## config.mk

```make
export PLATFORM = sky130hd
export DESIGN_NAME = register_file_mc
export DESIGN_NICKNAME = d
export VERILOG_FILES = /design/src/rtl/cpu_rf_pkg.sv /design/src/rtl/register_en_rn.sv /design/src/rtl/register_file_mc.sv
export SDC_FILE = /design/constraint.sdc
export NUM_CORES = 1
export LEC_CHECK = 0
export ABC_CLOCK_PERIOD_IN_PS = 4600
export BUFFER_PORTS_ARGS = -buffer_cell sky130_fd_sc_hd__buf_2
export CAP_MARGIN = 5
export CORE_UTILIZATION = 45
export DETAILED_ROUTE_END_ITERATION = 10
export HOLD_SLACK_MARGIN = 0.15
export SLEW_MARGIN = 10
export SYNTH_ARGS = -nofsm -noshare
export SYNTH_HDL_FRONTEND = slang
export SYNTH_SLANG_ARGS = --single-unit
```

## constraint.sdc

```tcl
create_clock -name clk -period 4.6 [get_ports clk]
set_input_delay 0.69 -clock clk [delete_from_list [all_inputs] [get_ports clk]]
set_output_delay 0.69 -clock clk [all_outputs]
set_load 0.03 [all_outputs]
```

## src/rtl/cpu_rf_pkg.sv

```systemverilog
// Register-file constants shared with the control unit: default index width,
// link-register and PC indices, and the depth helper.
package cpu_rf_pkg;

  localparam int unsigned RF_ADDR_W = 4;
  localparam int unsigned RF_LR_IDX = 14;
  localparam int unsigned RF_PC_IDX = 15;

  function automatic int unsigned rf_depth(input int unsigned addr_w);
    return 32'd1 << addr_w;
  endfunction

endpackage

```

## src/rtl/register_en_rn.sv

```systemverilog
// W-bit register with load enable and asynchronous active-low clear.
module register_en_rn #(
  parameter int unsigned W = 8
) (
  input  logic         clk,
  input  logic         rst_n,
  input  logic         en,
  input  logic [W-1:0] d,
  output logic [W-1:0] q
);

  always_ff @(posedge clk or negedge rst_n) begin
    if (!rst_n)  q <= '0;
    else if (en) q <= d;
  end

endmodule

```

## src/rtl/register_file_mc.sv

```systemverilog
// Multi-cycle CPU register file: array with link port, PC aliased at PC_IDX,
// write-first operand latches, debug read and illegal PC-write flag.
module register_file_mc
  import cpu_rf_pkg::*;
#(
  parameter int unsigned W      = 8,
  parameter int unsigned ADDR_W = RF_ADDR_W,
  parameter int unsigned LR_IDX = RF_LR_IDX,
  parameter int unsigned PC_IDX = RF_PC_IDX
) (
  input  logic              clk,
  input  logic              rst_n,
  input  logic              RegWrite,
  input  logic [ADDR_W-1:0] A1,
  input  logic [ADDR_W-1:0] A2,
  input  logic [ADDR_W-1:0] A3,
  input  logic [W-1:0]      WD3,
  input  logic              LinkWrite,
  input  logic [W-1:0]      LinkData,
  input  logic              PCWrite,
  input  logic [W-1:0]      PC_in,
  input  logic              LatchEn,
  input  logic [ADDR_W-1:0] dbg_addr,
  output logic [W-1:0]      RD1,
  output logic [W-1:0]      RD2,
  output logic [W-1:0]      RD1_q,
  output logic [W-1:0]      RD2_q,
  output logic [W-1:0]      dbg_data,
  output logic [W-1:0]      PC_q,
  output logic              illegal_wr
);

  localparam int unsigned       DEPTH = rf_depth(ADDR_W);
  localparam logic [ADDR_W-1:0] LR_A  = ADDR_W'(LR_IDX);
  localparam logic [ADDR_W-1:0] PC_A  = ADDR_W'(PC_IDX);

  if (LR_IDX == PC_IDX || LR_IDX >= DEPTH || PC_IDX >= DEPTH) begin : g_bad_idx
    $error("register_file_mc: LR_IDX and PC_IDX must differ and lie below DEPTH");
  end

  // Read view of every index; the PC_IDX slot is the PC register itself.
  logic [W-1:0] view [DEPTH];

  for (genvar i = 0; i < DEPTH; i++) begin : g_entry
    localparam logic [ADDR_W-1:0] IDX = ADDR_W'(i);
    if (i == PC_IDX) begin : g_pc_alias
      assign view[i] = PC_q;
    end else begin : g_reg
      logic         link_hit;
      logic         port_hit;
      logic         en;
      logic [W-1:0] d;

      // Link port takes precedence over port 3 on the LR entry.
      assign link_hit = LinkWrite && (IDX == LR_A);
      assign port_hit = RegWrite && (A3 == IDX);
      assign en       = link_hit || port_hit;
      assign d        = link_hit ? LinkData : WD3;

      register_en_rn #(.W(W)) u_reg (
        .clk   (clk),
        .rst_n (rst_n),
        .en    (en),
        .d     (d),
        .q     (view[i])
      );
    end
  end

  register_en_rn #(.W(W)) u_pc (
    .clk   (clk),
    .rst_n (rst_n),
    .en    (PCWrite),
    .d     (PC_in),
    .q     (PC_q)
  );

  assign RD1      = view[A1];
  assign RD2      = view[A2];
  assign dbg_data = view[dbg_addr];

  // Operand latches capture the value each index will hold after this edge.
  logic [W-1:0] byp1;
  logic [W-1:0] byp2;

  assign byp1 = (LinkWrite && A1 == LR_A)             ? LinkData :
                (RegWrite && A3 == A1 && A1 != PC_A)  ? WD3      :
                (PCWrite && A1 == PC_A)               ? PC_in    : RD1;
  assign byp2 = (LinkWrite && A2 == LR_A)             ? LinkData :
                (RegWrite && A3 == A2 && A2 != PC_A)  ? WD3      :
                (PCWrite && A2 == PC_A)               ? PC_in    : RD2;

  register_en_rn #(.W(W)) u_rd1_q (
    .clk   (clk),
    .rst_n (rst_n),
    .en    (LatchEn),
    .d     (byp1),
    .q     (RD1_q)
  );

  register_en_rn #(.W(W)) u_rd2_q (
    .clk   (clk),
    .rst_n (rst_n),
    .en    (LatchEn),
    .d     (byp2),
    .q     (RD2_q)
  );

  always_ff @(posedge clk or negedge rst_n) begin
    if (!rst_n) illegal_wr <= 1'b0;
    else        illegal_wr <= RegWrite && (A3 == PC_A);
  end

endmodule

```

==> results.toml <==
[placed_design]
dp_cells = 1009
dp_hpwl_mm = 20.62
routabilityCongestion = 0.9630
port_buffers = 94

[logic_synthesis]
yosys.cell_types.count = 39
yosys.area.top_type_share = 0.3866
ys_top_cells_by_count = "dfrtp_1 (145), mux2_2 (120), mux4_2 (81), clkbuf_1 (41), nand3_1 (34)"
yosys.area.top_type = "dfrtp_1"
netlist_instances = 707
ys_async_sr_fraction = 1.000
yosysSeqAreaShare = 0.3866
postSynthNetCount = 753
synth_edf_count = 0
ys_ff_latch = 145
syn-cell-area_mm2 = 0.009387
synth.most_common_cell = "dfrtp_1"
synth_top_cells_by_area = "dfrtp_1 (39%), mux4_2 (19%), mux2_2 (14%)"
syn_avg_cell_area_um2 = 13.28
synth-main-ff-cell = "dfrtp_1"
yosys_warnings = 0

[timing]
drv_slew = 0
post-route-min-period_ns = 3.511
rsz0062_at_grt = "no"
tns_ns = 0
period_share = 0.7632
worst_pin_slew_ns = 1.142
setup-violations-final = 0
clock_skew_ns = 0.009263
slew_headroom = 0.2348
hold_viol = 0
max_freq_mhz = 284.9

[route]
num_vias = 7135
drtPass1Iterations = 6
via_per_inst = 6.854
antenna_left = 0
avgRoutedWirePerCell_um = 27.54
wirelength_mm = 28.67
drc_errors = 0
initialDrtViolationCount = 781

[finish]
areaGrowthSynthToFinish_pct = 12.01
fin_cells = 1041
fillerInstances = 1696
drive_above_1_share = 0.4410
final_nets = 804
final_util = 0.5163
n_antenna_cell = 0
register_area_mm2 = 0.003628
multi_input_area_mm2 = 0.005394

[power]
powerDensity_mw_per_mm2 = 432.5
leakage_uw = 0.004310
total_power_uw = 4547
peakVddDrop_mv = 0.1755

[global_routing]
antenna_found_initial = 0
grt_pass1_wl_mm = 44.84
grt_start_max_net_pins = 65
grt_pass1_vias = 7067
overflow = 0
grt_util_all_layers = 0.2799

[die]
fp.dieArea_mm2 = 0.02144
die_y_um = 146.4
io_pins = 95
design.core.area_mm2 = 0.02036
initial_utilization = 0.4609
rows = 52
die_w_um = 146.4

[setup_path]
cp_max_fo = 28
required_ns = 3.91
startpoint_type = "input pin"
crit_arrival_ns = 2.82
crit_path_end_kind = "output pin"
worst-setup-path-type = "in2out"
reg2reg_slack_ns = 2.67

[clock_tree]
cts_inserted_buffers = 17
cts.sinks = 145
clk_pin_slew_ns = 0.06
root_buffer = "clkbuf_16"
clkLatencyLatePin_ns = 0.43
clock_path_buffers = 2
cts_max_level = 4
ctsHoldBuffers = 0
cts_tree = "done"
post_cts_buffers = 0
cts_resized = 0

[run_status]
status = "finished clean"

[run]
maxCapViolCount = 0

[worst_hold_path]
hp-class = "in2async"
==> metal layers <==
layer / wire [um] / global-route usage / vias to the layer above
li1: - / - / 2954
met1: 11410 / 0.3739 / 3688
met2: 14290 / 0.4681 / 449
met3: 2466 / 0.05344 / 44
met4: 501 / 0.07656 / 0
met5: 0 / 0 / -
==> power by group <==
| part | total (uW) | switching (uW) | internal (uW) |
|---|---|---|---|
| combinational | 1320 | 635 | 681 |
| sequential | 1830 | 285 | 1540 |
| clock | 1400 | 573 | 831 |
==> area by class of cell <==
type	instances	area share
Inverter	1	0.0003570
Clock buffer	21	0.04379
Clock inverter	11	0.01238
Tap cell	270	0.03213
Multi-Input combinational cell	488	0.5130
Sequential cell	145	0.3451
Timing Repair Buffer	105	0.05320
==> path summary, 6_finish.rpt <==
check,cells past startpoint,endpoint,from
max,6,RD1[4],A1[1]
min,1,g_entry[9].g_reg.u_reg.q[0],rst_n
max reg2reg,4,u_rd2_q.q[2],g_entry[6].g_reg.u_reg.q[2]
min reg2reg,1,g_entry[6].g_reg.u_reg.q[6],g_entry[6].g_reg.u_reg.q[6]
max in group asynchronous,2,g_entry[0].g_reg.u_reg.q[3],rst_n
min in group clk,1,g_entry[6].g_reg.u_reg.q[6],g_entry[6].g_reg.u_reg.q[6]
==> cell usage in the layout (no fill, tap or decap), types with 2 or more instances in the layout <==
cell / n
a21oi_1: 2
and2_1: 4
and3_1: 6
nand3_1: 34
bufinv_16: 2
mux4_2: 81
mux2i_1: 8
mux4_1: 23
nand2b_1: 7
clkinvlp_4: 4
dfrtp_1: 145
clkbuf_1: 2
nand3b_1: 2
o21ai_0: 8
a22oi_1: 32
or2_2: 2
clkbuf_16: 17
nor2b_1: 7
buf_4: 11
inv_6: 2
a221o_1: 15
clkinv_4: 2
nand2_1: 32
nor3_1: 32
clkbuf_8: 2
a31oi_1: 16
nor2_1: 26
xnor2_1: 6
buf_2: 93
a2111oi_0: 15
and4_1: 2
mux2_2: 120
==> critical path, cell delays in order <==
cell,delay [ns]
buf_2,0.67
buf_4,0.33
mux4_1,0.56
a22oi_1,0.19
nand2_1,0.14
buf_2,0.21
==> metrics by stage <==
step	area [um2]	setup WS, ns	hold WS [ns]
after floorplan	9387	1.602	0.3944
after global placement	9923	1.106	0.5260
after detailed placement	9923	1.116	0.5347
after CTS	10510	1.112	0.2800
after global routing	10510	0.9430	0.3129
final	10510	1.089	0.2595
==> registers in the layout (all words and copies together) (netlist names) <==
signal,count
u_pc.q,8
g_entry.g_reg.u_reg.q,120
illegal_wr,1
u_rd1_q.q,8
u_rd2_q.q,8
==> cell families (layout without fill, tap and decap cells) <==
| kind of cell | Yosys count | count (layout) | synth area share |
|---|---|---|---|
| buffers and inverters | 74 | 138 | 0.03879 |
| muxes | 232 | 232 | 0.4112 |
| DFF | 145 | 145 | 0.3866 |
| AOI/OAI and AO/OA | 93 | 93 | 0.07625 |
| xor gates and xnor gates | 6 | 6 | 0.005598 |
| and+or+nand+nor | 157 | 157 | 0.08158 |
No activity file was read; power rests on OpenSTA's default activity.
